File: src/rtl/uno_scale_apply.sv
// uno_scale_apply: rescales a raw unary/PE result by a signed fixed-point scale.
//   gemm : result passes through unchanged
//   log  : result + scale (one extra bit of headroom, then fitted to MUL_BW)
//   div/exp : (|res| * |scale|) >> FRA_BW on magnitudes, sign reapplied, then fitted
// The multiply is a serial shift-add: one multiplier bit per MUL cycle.
// Build option: define UNO_SAT_EN to clip out-of-range results to the signed
// MUL_BW bounds (sat_o flags a clip); without it results wrap to the low MUL_BW bits.
// Handshake: a transfer happens on a rising clk edge where valid and ready are both
// high; the producer holds data stable while valid && !ready. in_ready is high only
// in IDLE, out_valid only in DONE, so one operation is in flight and the output
// handshake cycle never doubles as an accept.
module uno_scale_apply #(
    parameter int MUL_BW = 16,
    parameter int FRA_BW = 10
) (
    input  logic              clk,
    input  logic              rst_n,
    input  logic [1:0]        gemm_uno,
    input  logic              in_valid,
    output logic              in_ready,
    input  logic [MUL_BW-1:0] res_i,
    input  logic [MUL_BW-1:0] scale_i,
    output logic              out_valid,
    input  logic              out_ready,
    output logic [MUL_BW-1:0] out_o,
    output logic              sat_o,
    output logic [1:0]        o_dbg_state
);
    localparam int PW = 2 * MUL_BW;
    localparam int QW = PW - FRA_BW;
    localparam int XW = PW + 2;
    localparam int CW = (MUL_BW > 1) ? $clog2(MUL_BW) : 1;
    localparam logic [1:0] OP_LOG = 2'b11;

    typedef enum logic [1:0] {
        S_IDLE = 2'd0,
        S_MUL  = 2'd1,
        S_DONE = 2'd2
    } state_t;

    state_t            r_state;
    state_t            w_state_next;
    logic              w_accept;
    logic              w_mul_op;
    logic              w_last;
    logic [CW-1:0]     r_cnt;
    logic              r_neg;
    logic [MUL_BW-1:0] r_mplier;
    logic [PW-1:0]     r_mcand;
    logic [PW-1:0]     r_acc;
    logic [PW-1:0]     w_acc_next;
    logic [MUL_BW-1:0] w_res_mag;
    logic [MUL_BW-1:0] w_scale_mag;
    logic [QW-1:0]     w_prod_q;
    logic [XW-1:0]     w_prod_ext;
    logic [XW-1:0]     w_mul_wide;
    logic [MUL_BW:0]   w_log_sum;
    logic [MUL_BW-1:0] w_mul_res;
    logic [MUL_BW-1:0] w_log_res;
    logic [MUL_BW-1:0] r_out;

    // div (01) and exp (10) are the two ops that need the multiplier
    assign w_mul_op = gemm_uno[1] ^ gemm_uno[0];
    assign w_accept = in_valid && in_ready;
    assign w_last   = (r_cnt == CW'(MUL_BW - 1));

    // Unsigned magnitudes; the most negative input maps to 2^(MUL_BW-1) without overflow
    assign w_res_mag   = res_i[MUL_BW-1]   ? (~res_i + MUL_BW'(1))   : res_i;
    assign w_scale_mag = scale_i[MUL_BW-1] ? (~scale_i + MUL_BW'(1)) : scale_i;

    // One shift-add step: add the shifted multiplicand when the current multiplier bit is set
    assign w_acc_next = r_mplier[0] ? (r_acc + r_mcand) : r_acc;

    // Truncate the fractional bits on the magnitude, then reapply the sign
    assign w_prod_q   = w_acc_next[PW-1:FRA_BW];
    assign w_prod_ext = {{(XW - QW){1'b0}}, w_prod_q};
    assign w_mul_wide = r_neg ? (~w_prod_ext + XW'(1)) : w_prod_ext;

    // log sum carries one extra bit so the true sum is always representable
    assign w_log_sum = {res_i[MUL_BW-1], res_i} + {scale_i[MUL_BW-1], scale_i};

`ifdef UNO_SAT_EN
    localparam logic [XW-1:0] LIM_HI = {{(XW - MUL_BW + 1){1'b0}}, {(MUL_BW - 1){1'b1}}};
    localparam logic [XW-1:0] LIM_LO = {{(XW - MUL_BW + 1){1'b1}}, {(MUL_BW - 1){1'b0}}};

    logic          w_mul_sat;
    logic          w_log_sat;
    logic [XW-1:0] w_log_wide;
    logic          r_sat;

    function automatic logic [MUL_BW:0] clip(input logic [XW-1:0] v);
        if ($signed(v) > $signed(LIM_HI)) begin
            clip = {1'b1, LIM_HI[MUL_BW-1:0]};
        end else if ($signed(v) < $signed(LIM_LO)) begin
            clip = {1'b1, LIM_LO[MUL_BW-1:0]};
        end else begin
            clip = {1'b0, v[MUL_BW-1:0]};
        end
    endfunction

    assign w_log_wide              = {{(XW - MUL_BW - 1){w_log_sum[MUL_BW]}}, w_log_sum};
    assign {w_mul_sat, w_mul_res}  = clip(w_mul_wide);
    assign {w_log_sat, w_log_res}  = clip(w_log_wide);

    // Saturation flag updates only on the edge that enters DONE
    always_ff @(posedge clk or negedge rst_n) begin
        if (!rst_n) begin
            r_sat <= 1'b0;
        end else if (w_accept && !w_mul_op) begin
            r_sat <= (gemm_uno == OP_LOG) ? w_log_sat : 1'b0;
        end else if (r_state == S_MUL && w_last) begin
            r_sat <= w_mul_sat;
        end
    end

    assign sat_o = r_sat;
`else
    logic w_unused_hi;

    assign w_mul_res   = w_mul_wide[MUL_BW-1:0];
    assign w_log_res   = w_log_sum[MUL_BW-1:0];
    assign w_unused_hi = ^{w_mul_wide[XW-1:MUL_BW], w_log_sum[MUL_BW]};
    assign sat_o       = 1'b0;
`endif

    // Operand capture on accept, then one multiplier bit consumed per MUL cycle
    always_ff @(posedge clk or negedge rst_n) begin
        if (!rst_n) begin
            r_cnt    <= '0;
            r_neg    <= 1'b0;
            r_mplier <= '0;
            r_mcand  <= '0;
            r_acc    <= '0;
        end else if (w_accept) begin
            r_cnt    <= '0;
            r_neg    <= res_i[MUL_BW-1] ^ scale_i[MUL_BW-1];
            r_mplier <= w_scale_mag;
            r_mcand  <= {{MUL_BW{1'b0}}, w_res_mag};
            r_acc    <= '0;
        end else if (r_state == S_MUL) begin
            r_acc    <= w_acc_next;
            r_mcand  <= r_mcand << 1;
            r_mplier <= r_mplier >> 1;
            r_cnt    <= w_last ? '0 : (r_cnt + CW'(1));
        end
    end

    // Result register loads only on the edge that enters DONE
    always_ff @(posedge clk or negedge rst_n) begin
        if (!rst_n) begin
            r_out <= '0;
        end else if (w_accept && !w_mul_op) begin
            r_out <= (gemm_uno == OP_LOG) ? w_log_res : res_i;
        end else if (r_state == S_MUL && w_last) begin
            r_out <= w_mul_res;
        end
    end

    assign out_o = r_out;

    // FSM state register
    always_ff @(posedge clk or negedge rst_n) begin
        if (!rst_n) begin
            r_state <= S_IDLE;
        end else begin
            r_state <= w_state_next;
        end
    end

    // FSM next-state: multiply ops detour through MUL, the others go straight to DONE
    always_comb begin
        w_state_next = r_state;
        case (r_state)
            S_IDLE:  if (in_valid) w_state_next = w_mul_op ? S_MUL : S_DONE;
            S_MUL:   if (w_last) w_state_next = S_DONE;
            S_DONE:  if (out_ready) w_state_next = S_IDLE;
            default: w_state_next = S_IDLE;
        endcase
    end

    // FSM outputs: handshake flags are pure functions of state
    always_comb begin
        in_ready    = (r_state == S_IDLE);
        out_valid   = (r_state == S_DONE);
        o_dbg_state = r_state;
    end

endmodule

File: config.mk
export PLATFORM = sky130hd
export DESIGN_NAME = uno_scale_apply
export DESIGN_NICKNAME = d
export VERILOG_FILES = /design/src/rtl/uno_scale_apply.sv
export SDC_FILE = /design/constraint.sdc
export NUM_CORES = 1
export LEC_CHECK = 0
export BUFFER_PORTS_ARGS = -buffer_cell sky130_fd_sc_hd__buf_2
export CAP_MARGIN = 10
export CORE_AREA = 2 2 121 123
export DETAILED_ROUTE_END_ITERATION = 8
export DIE_AREA = 0 0 123 125
export PLACE_DENSITY = 0.83
export SYNTH_ARGS = -nofsm -noshare
export SYNTH_HDL_FRONTEND = slang
export SYNTH_SLANG_ARGS = --single-unit
File: constraint.sdc
create_clock -name clk -period 4.3 [get_ports clk]
set_input_delay 0.43 -clock clk [delete_from_list [all_inputs] [get_ports clk]]
set_output_delay 0.43 -clock clk [all_outputs]
set_load 0.02 [all_outputs]
Yosys cells after proc, flatten, opt, wreduce, memory -nomap -nowiden
Cells that the tools add are included. W data, S select, Z words.

Register bits: 103. Word-level logic and storage cells: 57.

Add/subtract/negate cells: 6. Eq/ne operators: 7. Muxes and demuxes: 21. Bitwise gates (word level): 5. Reduce and logical (&&, ||, !) cells: 10.

Operators by type and width (number): $mux W32 (5); $mux W16 (8); $add A16 B1 Y16 const B (3); $not A16 Y16 (3); $add A32 B32 Y32 (1); $add A16 B16 Y16 (1); $mux W4 (3); $mux W2 (4); $pmux W2 S3 (1); $reduce_bool A2 Y1 (3); $add A4 B1 Y4 const B (1); $eq A2 B2 Y1 const B (2); $eq A4 B4 Y1 const B (1); $ne A2 B2 Y1 const B (2); $logic_and A1 B1 Y1 (3); $reduce_and A3 Y1 (1); $eq A2 B1 Y1 const B (1); $logic_not A2 Y1 (1); $ne A2 B1 Y1 const B (1); $reduce_and A2 Y1 (1); $xor A1 B1 Y1 (2); $logic_not A1 Y1 (1).

Logic depth before layout (Yosys ltp)
Gate-level depths: netlist of run 1.

Word-level depth: 7. Mapped depth: 15. Gate-level depth less buffers: 15.

Worst setup path before layout of run 1
OpenSTA, ideal clock, no wires.

Path type: reg-to-reg. Start point: register r_mcand[0]. End point: register r_out[14], in the netlist out_o[14]. Library setup time: 0.131 ns. Data arrival time: 3.573 ns. Path slack: 0.596 ns. Cell stages (with the launch flop): 16. Buffers on the path: 0. Clock period less this slack: 3.704 ns. Cell sequence: dfrtp_1 ha_1 inv_1 fa_1 nand2b_1 a21oi_1 o21ai_0 mux2i_1 and2_1 ha_1 inv_1 or4_4 or3_1 o41ai_2 mux2i_1 nor3_2.

Word-level cells in the longest chain between the ends: 7.

Ends and longest elaborated chain: start, declared (RTL line 49) `logic [PW-1:0] r_mcand;`; start signal, assigned (RTL line 138) `r_mcand <= {{MUL_BW{1'b0}}, w_res_mag};`; start signal, assigned (RTL line 142) `r_mcand <= r_mcand << 1;`; $add A32 B32 Y32 (*) (RTL line 72) `assign w_acc_next = r_mplier[0] ? (r_acc + r_mcand) : r_acc;`; $mux W32 (*) (RTL line 72); $not A16 Y16 (RTL line 77) `assign w_mul_wide = r_neg ? (~w_prod_ext + XW'(1)) : w_prod_ext;`; $add A16 B1 Y16 (RTL line 77); $mux W16 (*) (RTL line 77); $mux W16 (*) (RTL line 154) `end else if (r_state == S_MUL && w_last) begin`; $mux W16 (*) (RTL line 152) `end else if (w_accept && !w_mul_op) begin`; end signal, assigned (RTL line 153) `r_out <= (gemm_uno == OP_LOG) ? w_log_res : res_i;`; end signal, assigned (RTL line 155) `r_out <= w_mul_res;`; end, declared (RTL line 60) `logic [MUL_BW-1:0] r_out;`.

Mark *: on every way between the ends. The rest lies on a longest branch, timed or not. The select of a mux whose other input is x is not followed. A chain may end at the register's enable or synchronous reset.

Final worst setup path of run 1
Same ends and word-level chain as after synthesis.

==> PnR_summary.wiki, run 1 <==
{| class="wikitable"
! Metric !! Value
|-
| Number of clock buffers inserted by TritonCTS || 9
|-
| Share of cells above drive strength 1 || 11.3%
|-
| Post-synth design cell area || 7300 um2
|-
| Data arrival time of the worst path || 4200 ps
|-
| Commonest register cell after synthesis || dfrtp_1
|-
| Worst VDD drop || 0.906 mV
|-
| Placed instance count || 1135
|-
| Final period util || 92.6%
|-
| Fin Setup TNS || 0 ps
|-
| Number of instances in the synthesized netlist || 935
|-
| CTS Buffer Depth || 2
|-
| Net count of the mapped netlist || 1020
|-
| Leakage || 0.00359 uW
|-
| Floorplan die width || 123 um
|-
| Total area of multi-input combinational cells || 4760 um2
|-
| FP Rows || 44
|-
| Total routing usage reported by global routing || 25.9%
|-
| Critical path fanouts, max || 4
|-
| TritonCTS clock tree || done
|-
| First-pass GRT wire length || 32.2 mm
|-
| Vias in the first global route || 6529
|-
| Final setup violation count || 0
|-
| Initial Utilization || 51.4%
|-
| Leading cell types in the layout, fill and taps excluded || nand2_1 (163), dfrtp_1 (91), nor2_1 (85)
|-
| Path category of the worst min-delay check || in -> async
|-
| Number of hold buffers added after cts || 0
|-
| Number of slew-limit violations in the final report || 0
|-
| Sequential area share after synthesis || 31.2%
|-
| Placeable Area || 14200 um2
|-
| Unrepaired setup endpoints after global routing || false
|-
| Biggest area consumer among synthesized cells || dfrtp_1
|-
| Detail Route Antenna Nets || 0
|-
| Non-Filler Instances || 1151
|-
| Via density per instance || 6.21
|-
| Number of vias in the routed layout || 7144
|-
| Top cells by area in the synthesized netlist || dfrtp_1 (31%), nand2_1 (8.4%), ha_1 (7.7%)
|-
| Antenna violations before repair || 0
|-
| Die Y-Extent || 125 um
|-
| Filler Cell Count || 1311
|-
| Clock sink count || 91
|-
| Final GP Congestion || 0.940
|-
| Maxcap violations || 0
|-
| Area added between synthesis and finish || 10.5%
|-
| Critical Path Sink Type || flip-flop
|-
| Net count reported at finish || 1047
|-
| I/O pin count || 59
|-
| Cell at the root of the clock tree || clkbuf_16
|-
| Seq cells post-synth || 91
|-
| Largest net degree at the start of global routing || 73
|-
| Sequential cell area in the final layout || 2280 um2
|-
| Result of the run || complete, no violations
|-
| Startpoint type of the worst setup path || flip-flop
|-
| Slew at the pin closest to its max-slew limit || 993 ps
|-
| Mapped Avg Cell Area || 7.81 um2
|-
| Clock insertion delay at the later pin of the skew report || 350 ps
|-
| Global-route congestion overflow total || 0
|-
| Wire length per cell after detailed routing || 17.2 um
|-
| Detailed-router iteration count before antenna repair || 8
|-
| Normalized max-slew margin || 33.3%
|-
| Timing-limited maximum frequency || 251 MHz
|-
| Synth unique cells || 70
|-
| Total power density per cell area || 729 nW/um2
|-
| Internal reg-to-reg setup slack || 320 ps
|-
| Final-report hold violation count || 0
|-
| # DRC || 0
|-
| Share of the synthesized area in the top cell type || 31.2%
|-
| Clock slew at the register clock pins of the worst setup and hold paths || 70 ps
|-
| Type of the setup path with the least slack || reg -> reg
|-
| Commonest non-fill, non-tap cell in the layout || nand2_1
|-
| Total wire length || 19.8 mm
|-
| Level count of the clock H-tree || 3
|-
| Ant. Diodes || 0
|-
| Req. time, crit path || 4520 ps
|-
| Number of enable-type register cells in the synthesized netlist || 0
|-
| Post-CTS setup buffer count || 0
|-
| Half-perimeter wire length after placement || 14.2 mm
|-
| Die area || 15400 um2
|-
| Detailed Route Iter0 Violations || 657
|-
| Worst clock skew || 6.68 ps
|-
| Count of warnings emitted by yosys || 0
|-
| Post-CTS Resized || 0
|-
| Async S/R FF share, synth || 100%
|-
| Time the worst path needs with I/O delays and setup || 3980 ps
|-
| IO Port Bufs || 57
|}
-- flip-flops by register name, indices dropped and copies added, names as in the netlist --
name	cells
out_o	16
r_acc	26
o_dbg_state	2
r_cnt	4
r_mcand	26
r_neg	1
r_mplier	16
-- Yosys cell counts, types with 3 or more instances --
cell       count
nand3_1       40
nand4_1        8
and3_1         3
a211o_1        4
a21oi_1       57
clkbuf_1      45
o21a_1         8
o21bai_1       3
mux2i_1       11
nor3_1        12
xnor2_1       41
o211ai_1       8
o31ai_1       11
or4_4          4
nand2b_1      12
a221o_1        3
o21ai_0       77
o41ai_1        4
a2111oi_0      5
and2_1         7
a22oi_1        8
a31oi_1       34
or4_1          3
o21ai_1        4
nand2_1      164
a211oi_1       7
or2_2          4
nor2_1        85
a21o_1        17
dfrtp_1       91
or3_1         11
mux2_2         3
ha_1          45
nor2b_1        9
buf_1          3
nor4_1         3
inv_1         22
xor2_1        19
-- power breakdown --
| group | switching (uW) | total [uW] | internal, uW |
|---|---|---|---|
| Sequential | 315 | 1530 | 1210 |
| Clock | 365 | 956 | 591 |
| Combinational | 2140 | 3390 | 1260 |
-- cell type report --
| cell class | count | area share [%] |
|---|---|---|
| Clock inverter | 6 | 1.44 |
| Tap cell | 184 | 2.85 |
| Clock buffer | 10 | 2.96 |
| Sequential cell | 91 | 28.2 |
| Timing Repair Buffer | 67 | 4.50 |
| Inverter | 22 | 1.02 |
| Multi-Input combinational cell | 771 | 59.0 |
-- routing by layer --
layer / global-route usage, % / vias up / part of all wire (%)
li1: - / 3412 / -
met1: 36.7 / 3382 / 44
met2: 39.6 / 307 / 46
met3: 4.24 / 43 / 7.5
met4: 9.89 / 0 / 3.1
met5: 0 / - / 0
-- critical path: stages, from the launching register on --
cell	delay (ps)
dfrtp_1	380
ha_1	190
inv_1	60
fa_1	400
nand2b_1	200
a21oi_2	220
o21ai_1	150
mux2i_1	240
and2_4	210
ha_1	160
inv_1	60
or4_4	560
or3_1	400
o41ai_2	320
mux2i_1	260
nor3_2	50
-- final timing paths --
path | start | endpoint | cells after the start
worst max-delay path | r_mcand[0] | out_o[14] | 15
worst min-delay path | rst_n | r_mcand[23] | 1
worst max register to register | r_mcand[0] | out_o[14] | 15
worst min register to register | r_cnt[3] | r_cnt[3] | 1
max in group asynchronous | rst_n | r_mcand[4] | 2
min in group clk | out_ready | o_dbg_state[1] | 2
-- cell families (layout without fill, tap and decap cells) --
kind of cell	after synthesis	count (layout)	share of synthesized area, %
AND/OR/NAND/NOR	373	373	23.2
AO/OA/AOI/OAI	276	276	24.3
flip-flops	91	91	31.2
buffers and inverters	73	105	3.84
XOR/XNOR	60	60	7.20
adder cells (fa/ha/maj)	47	47	8.26
multiplexers	14	14	1.97
other	1	1	0.0514
-- through the flow --
stage          total power [uW]  utilization (%)  worst slack [ps]  hold WS (ps)  cell area [um2]
2_1_floorplan              3970                -               596           134             7300
3_3_place_gp               4740             54.3               298           469             7710
3_5_place_dp               4800             54.3               149           481             7710
4_1_cts                    5810             56.8               129           184             8060
5_1_grt                    6310             56.8              73.0           213             8070
6_report                   5880             56.8               318           144             8070
(Power assumes the default switching activity.)
==> run 2, diff against run 1 <==
SETUP_SLACK_MARGIN = 0.5   (was unset)
==> run 2 against run 1 <==
Against the previous run: clock skew about the same; power increased by 6.5%; worst setup slack improved by 240 ps; die area unchanged; combinational power increased by 10%; non-clock buffer count increased by 12.
==> PnR_summary.wiki, run 2 (synthesis results as in run 1) <==
{| class="wikitable"
! Metric !! Value
|-
| Post-layout instance area || 8410 um2
|-
| Critical R2R Launch || r_mcand[1]
|-
| Critical Path Sink Type || flip-flop
|-
| Number of hold buffers added after cts || 0
|-
| Global-route congestion overflow total || 0
|-
| Total routing usage reported by global routing || 26.0%
|-
| Floorplan die width || 123 um
|-
| Launching instance or port of the critical path || r_mcand[1]
|-
| Clock sink count || 91
|-
| Time the worst path needs with I/O delays and setup || 3750 ps
|-
| Final GP Congestion || 0.940
|-
| Endpoint of the most critical register-to-register path || out_o[14]
|-
| Type of the setup path with the least slack || reg -> reg
|-
| Area added between synthesis and finish || 15.2%
|-
| Detailed Route Iter0 Violations || 557
|-
| Worst path cell trace || ha_1 > a211oi_2 > o211ai_2 > a21oi_4 > or4_4 > o2bb2ai_4 > or4_4 > or3_4 > o41ai_4 > mux2i_1 > nor3_2
|-
| Critical path fanouts, max || 8
|-
| Die area || 15400 um2
|-
| Number of vias in the routed layout || 7295
|-
| Placeable Area || 14200 um2
|-
| Clock insertion delay at the later pin of the skew report || 350 ps
|-
| Startpoint type of the worst setup path || flip-flop
|-
| Initial Utilization || 51.4%
|-
| Path category of the worst min-delay check || in -> async
|-
| Cell at the root of the clock tree || clkbuf_16
|-
| Via density per instance || 6.27
|-
| CTS Buffer Depth || 2
|-
| Area of placed instances || 7710 um2
|-
| Minimum setup slack after placement || 149 ps
|-
| Die Y-Extent || 125 um
|-
| Worst-case hold slack || 156 ps
|-
| Share of cells above drive strength 1 || 15.0%
|-
| Final setup violation count || 0
|-
| Clock slew at the register clock pins of the worst setup and hold paths || 70 ps
|-
| Leading cell types in the layout, fill and taps excluded || nand2_1 (163), dfrtp_1 (90), nor2_1 (85)
|-
| Wire length per cell after detailed routing || 17.8 um
|-
| Ant. Diodes || 0
|-
| First-pass GRT wire length || 32.3 mm
|-
| Half-perimeter wire length after placement || 14.2 mm
|-
| TritonCTS clock tree || done
|-
| Normalized max-slew margin || 40.3%
|-
| Total wire length || 20.7 mm
|-
| Level count of the clock H-tree || 3
|-
| Vias in the first global route || 6550
|-
| Net count reported at finish || 1059
|-
| Power after layout || 6260 uW
|-
| Result of the run || complete, no violations
|-
| Fin Setup TNS || 0 ps
|-
| Slew at the pin closest to its max-slew limit || 896 ps
|-
| Maxcap violations || 0
|-
| I/O pin count || 59
|-
| Worst clock skew || 6.22 ps
|-
| Commonest non-fill, non-tap cell in the layout || nand2_1
|-
| Highest cell delay on the worst timing path || 580 ps
|-
| # DRC || 0
|-
| Number of slew-limit violations in the final report || 0
|-
| Worst VDD drop || 0.913 mV
|-
| Cell depth of the worst flop-to-flop path || 11
|-
| Internal reg-to-reg setup slack || 550 ps
|-
| Unrepaired setup endpoints after global routing || true
|-
| Fin worst setup slack || 554 ps
|-
| Largest net degree at the start of global routing || 73
|-
| Antenna violations before repair || 0
|-
| Detail Route Antenna Nets || 0
|-
| Final-report hold violation count || 0
|-
| Number of clock buffers inserted by TritonCTS || 9
|-
| Leakage || 0.00368 uW
|-
| Timing-limited maximum frequency || 267 MHz
|-
| Slowest library cell on the worst path || or4_4
|-
| Last element of the critical path || out_o[14]
|-
| Total power density per cell area || 745 nW/um2
|-
| Data arrival time of the worst path || 3970 ps
|-
| Detailed-router iteration count before antenna repair || 5
|-
| Final period util || 87.1%
|-
| IO Port Bufs || 57
|-
| Biggest registers after layout || r_acc x26, r_mcand x26
|-
| Most frequent cell on the critical path || or4_4
|-
| Req. time, crit path || 4520 ps
|-
| FP Rows || 44
|}
-- run 2: power by group --
part           switching, uW  internal [uW]  total, uW
logic                   2280           1460       3740
registers                351           1220       1570
clock network            369            591        961
total                   3000           3260       6260
-- run 2: layer usage --
metal / vias up / wire length, um / global-route usage [%] / share of wire [%]
met5: - / 0 / 0 / 0
met4: 0 / 698 / 9.89 / 3.4
met3: 55 / 1640 / 4.24 / 7.9
met2: 359 / 9590 / 39.9 / 46
met1: 3446 / 8750 / 36.7 / 42
li1: 3435 / - / - / -
-- run 2: how the worst min path moves through the flow --
stage	startpoint	to	slack, ps
after floorplan	rst_n	o_dbg_state[0]	130
after global placement	r_acc[3]	r_acc[3]	470
after detailed placement	r_acc[7]	r_acc[7]	480
after CTS	rst_n	r_mcand[23]	180
after global routing	rst_n	r_mcand[23]	210
final	rst_n	r_mcand[23]	160
-- run 2: final cells by class --
type | count | area [um2]
tap | 184 | 230
timing repair buffer | 79 | 460
sequential | 91 | 2280
fill | 1257 | 5800
clock inverter | 6 | 116
clock buffer | 10 | 239
multi-input combinational | 771 | 5000
inverter | 22 | 82.6
-- run 2: worst max-delay path: cells and delay by family, from the launching register on --
family | cells | cell delay, ps
AO/OA/AOI/OAI | 5 | 1000
multiplexers | 1 | 250
flip-flops | 1 | 440
AND/OR/NAND/NOR | 4 | 1570
adder cells (fa/ha/maj) | 1 | 360
-- run 2: stage by stage --
| step | utilization (%) | std cells |
|---|---|---|
| 6_report | 59.2 | 1163 |
| 2_1_floorplan | - | 935 |
| 4_1_cts | 57.0 | 1152 |
| 3_3_place_gp | 54.3 | 1135 |
| 3_5_place_dp | 54.3 | 1135 |
| 5_1_grt | 59.2 | 1163 |
-- run 2: what timing repair did --
action                     CTS  global route
setup buffers                1            11
setup endpoints to repair    7             9
gates resized for setup      7            40
pin swaps                    2            15
==> run 3, diff against run 2 <==
RECOVER_POWER = 100   (was unset)
==> run 3 against run 2 <==
Against the previous run: register-to-register slack lost 180 ps; the run now ends with capacitance limit, slew limit left; worst setup slack lost 180 ps; combinational power is essentially flat; worst hold slack gained 110 ps; final cell count is the same; sequential power is essentially flat; via count grew 0.21%; first-iteration DRC count grew 15%.
==> PnR_summary.wiki, run 3 (synthesis results as in run 1) <==
{| class="wikitable"
! Metric !! Value
|-
| Detailed Route Iter0 Violations || 640
|-
| Total routing usage reported by global routing || 26.0%
|-
| Antenna violations before repair || 0
|-
| Wire length per cell after detailed routing || 17.8 um
|-
| Net count reported at finish || 1059
|-
| Violations in the final reports || capacitance limit, slew limit
|-
| Total power density per cell area || 747 nW/um2
|-
| Total wire length || 20.6 mm
|-
| Biggest registers after layout || r_acc x26, r_mcand x26
|-
| IO Port Bufs || 57
|-
| Time the worst path needs with I/O delays and setup || 3920 ps
|-
| Commonest non-fill, non-tap cell in the layout || nand2_1
|-
| Critical Path Sink Type || flip-flop
|-
| Global-route congestion overflow total || 0
|-
| Path category of the worst min-delay check || in -> reg
|-
| Die area || 15400 um2
|-
| Leading cell types in the layout, fill and taps excluded || nand2_1 (163), dfrtp_1 (90), nor2_1 (85)
|-
| Worst-case hold slack || 265 ps
|-
| Last element of the critical path || out_o[14]
|-
| Worst clock skew || 5.42 ps
|-
| Final-report hold violation count || 0
|-
| Number of slew-limit violations in the final report || 132
|-
| Fin Setup TNS || 0 ps
|-
| Final period util || 91.2%
|-
| Unrepaired setup endpoints after global routing || true
|-
| Placed instance count || 1135
|-
| Vias in the first global route || 6550
|-
| FP Rows || 44
|-
| Detail Route Antenna Nets || 0
|-
| Fin worst setup slack || 378 ps
|-
| # DRC || 0
|-
| Endpoint of the most critical register-to-register path || out_o[14]
|-
| Leakage || 0.00361 uW
|-
| Critical R2R Launch || r_mcand[1]
|-
| Die Y-Extent || 125 um
|-
| Detailed-router iteration count before antenna repair || 5
|-
| Largest net degree at the start of global routing || 73
|-
| Level count of the clock H-tree || 3
|-
| Number of clock buffers inserted by TritonCTS || 9
|-
| Minimum setup slack after placement || 149 ps
|-
| Normalized max-slew margin || -116%
|-
| Startpoint type of the worst setup path || flip-flop
|-
| Filler Cell Count || 1272
|-
| Timing-limited maximum frequency || 255 MHz
|-
| Clock sink count || 91
|-
| Ant. Diodes || 0
|-
| Req. time, crit path || 4520 ps
|-
| Maxcap violations || 2
|-
| Cell at the root of the clock tree || clkbuf_16
|-
| Final GP Congestion || 0.940
|-
| CTS Buffer Depth || 2
|-
| Internal reg-to-reg setup slack || 380 ps
|-
| Half-perimeter wire length after placement || 14.2 mm
|-
| TritonCTS clock tree || done
|-
| Clock slew at the register clock pins of the worst setup and hold paths || 70 ps
|-
| Worst VDD drop || 0.890 mV
|-
| Slew at the pin closest to its max-slew limit || 3240 ps
|-
| Share of cells above drive strength 1 || 12.5%
|-
| Result of the run || finished with violations
|-
| Launching instance or port of the critical path || r_mcand[1]
|-
| Area added between synthesis and finish || 14.5%
|-
| Placeable Area || 14200 um2
|-
| Via density per instance || 6.29
|-
| Data arrival time of the worst path || 4150 ps
|-
| Number of vias in the routed layout || 7310
|-
| I/O pin count || 59
|-
| Critical path fanouts, max || 8
|-
| Initial Utilization || 51.4%
|-
| Number of hold buffers added after cts || 0
|-
| First-pass GRT wire length || 32.3 mm
|-
| Non-Filler Instances || 1163
|-
| Floorplan die width || 123 um
|-
| Type of the setup path with the least slack || reg -> reg
|-
| Clock insertion delay at the later pin of the skew report || 350 ps
|-
| Cell depth of the worst flop-to-flop path || 11
|-
| Final setup violation count || 0
|}
==> run 3: cell types whose count changed in the layout (fill, tap and decap cells not counted) <==
cell      change
a211oi_1      +1
a211oi_2      -1
and2_0        +1
and2_1        -1
buf_2        -20
buf_4         -4
clkbuf_1     +23
clkbuf_4      +1
o211ai_1      +1
o211ai_2      -1
==> run 3: what timing repair did <==
item,CTS,global route
setup buffers,1,11
gates resized for setup,7,40
pin swaps,2,15
endpoints found under the setup margin,7,9
==> run 3: power breakdown <==
part,total (uW),internal [uW],switching (uW)
combinational,3710,1430,2280
sequential,1570,1220,350
clock,960,591,369
total,6240,3240,3000
==> run 3: per-layer routing <==
layer | global-route usage, % | share of wire, % | wire, um
met4 | 9.89 | 3.3 | 671
met5 | 0 | 0 | 0
met1 | 36.7 | 43 | 8810
met3 | 4.24 | 7.1 | 1460
met2 | 39.9 | 47 | 9710
==> run 3: how the worst min path moves through the flow <==
stage | start | endpoint | slack, ps | cells past startpoint
2_1_floorplan | rst_n | o_dbg_state[0] | 130 | 0
3_3_place_gp | r_acc[3] | r_acc[3] | 470 | 2
3_5_place_dp | r_acc[7] | r_acc[7] | 480 | 2
4_1_cts | rst_n | r_mcand[23] | 180 | 1
5_1_grt | out_ready | o_dbg_state[1] | 310 | 2
6_report | out_ready | o_dbg_state[1] | 260 | 2
==> run 3: critical path: stages, from the launching register on <==
cell	delay (ps)
dfrtp_1	440
ha_1	350
a211oi_1	130
o211ai_1	410
a21oi_4	170
or4_4	590
o2bb2ai_4	170
or4_4	570
or3_4	360
o41ai_4	300
mux2i_1	250
nor3_2	60
==> run 3: per-stage QoR <==
stage	power (uW)	cell area, um2	util, %
final	6240	8360	58.9
after global routing	6670	8360	58.9
after CTS	5840	8100	57.0
after detailed placement	4800	7710	54.3
after global placement	4740	7710	54.3
after floorplan	3970	7300	-
==> run 3: layout make-up <==
cell class | instances | area [um2] | share of cell area, %
multi-input combinational | 771 | 4990 | 59.7
sequential | 91 | 2280 | 27.3
timing repair buffer | 79 | 424 | 5.07
clock buffer | 10 | 239 | 2.86
tap | 184 | 230 | 2.75
clock inverter | 6 | 116 | 1.39
inverter | 22 | 82.6 | 0.988
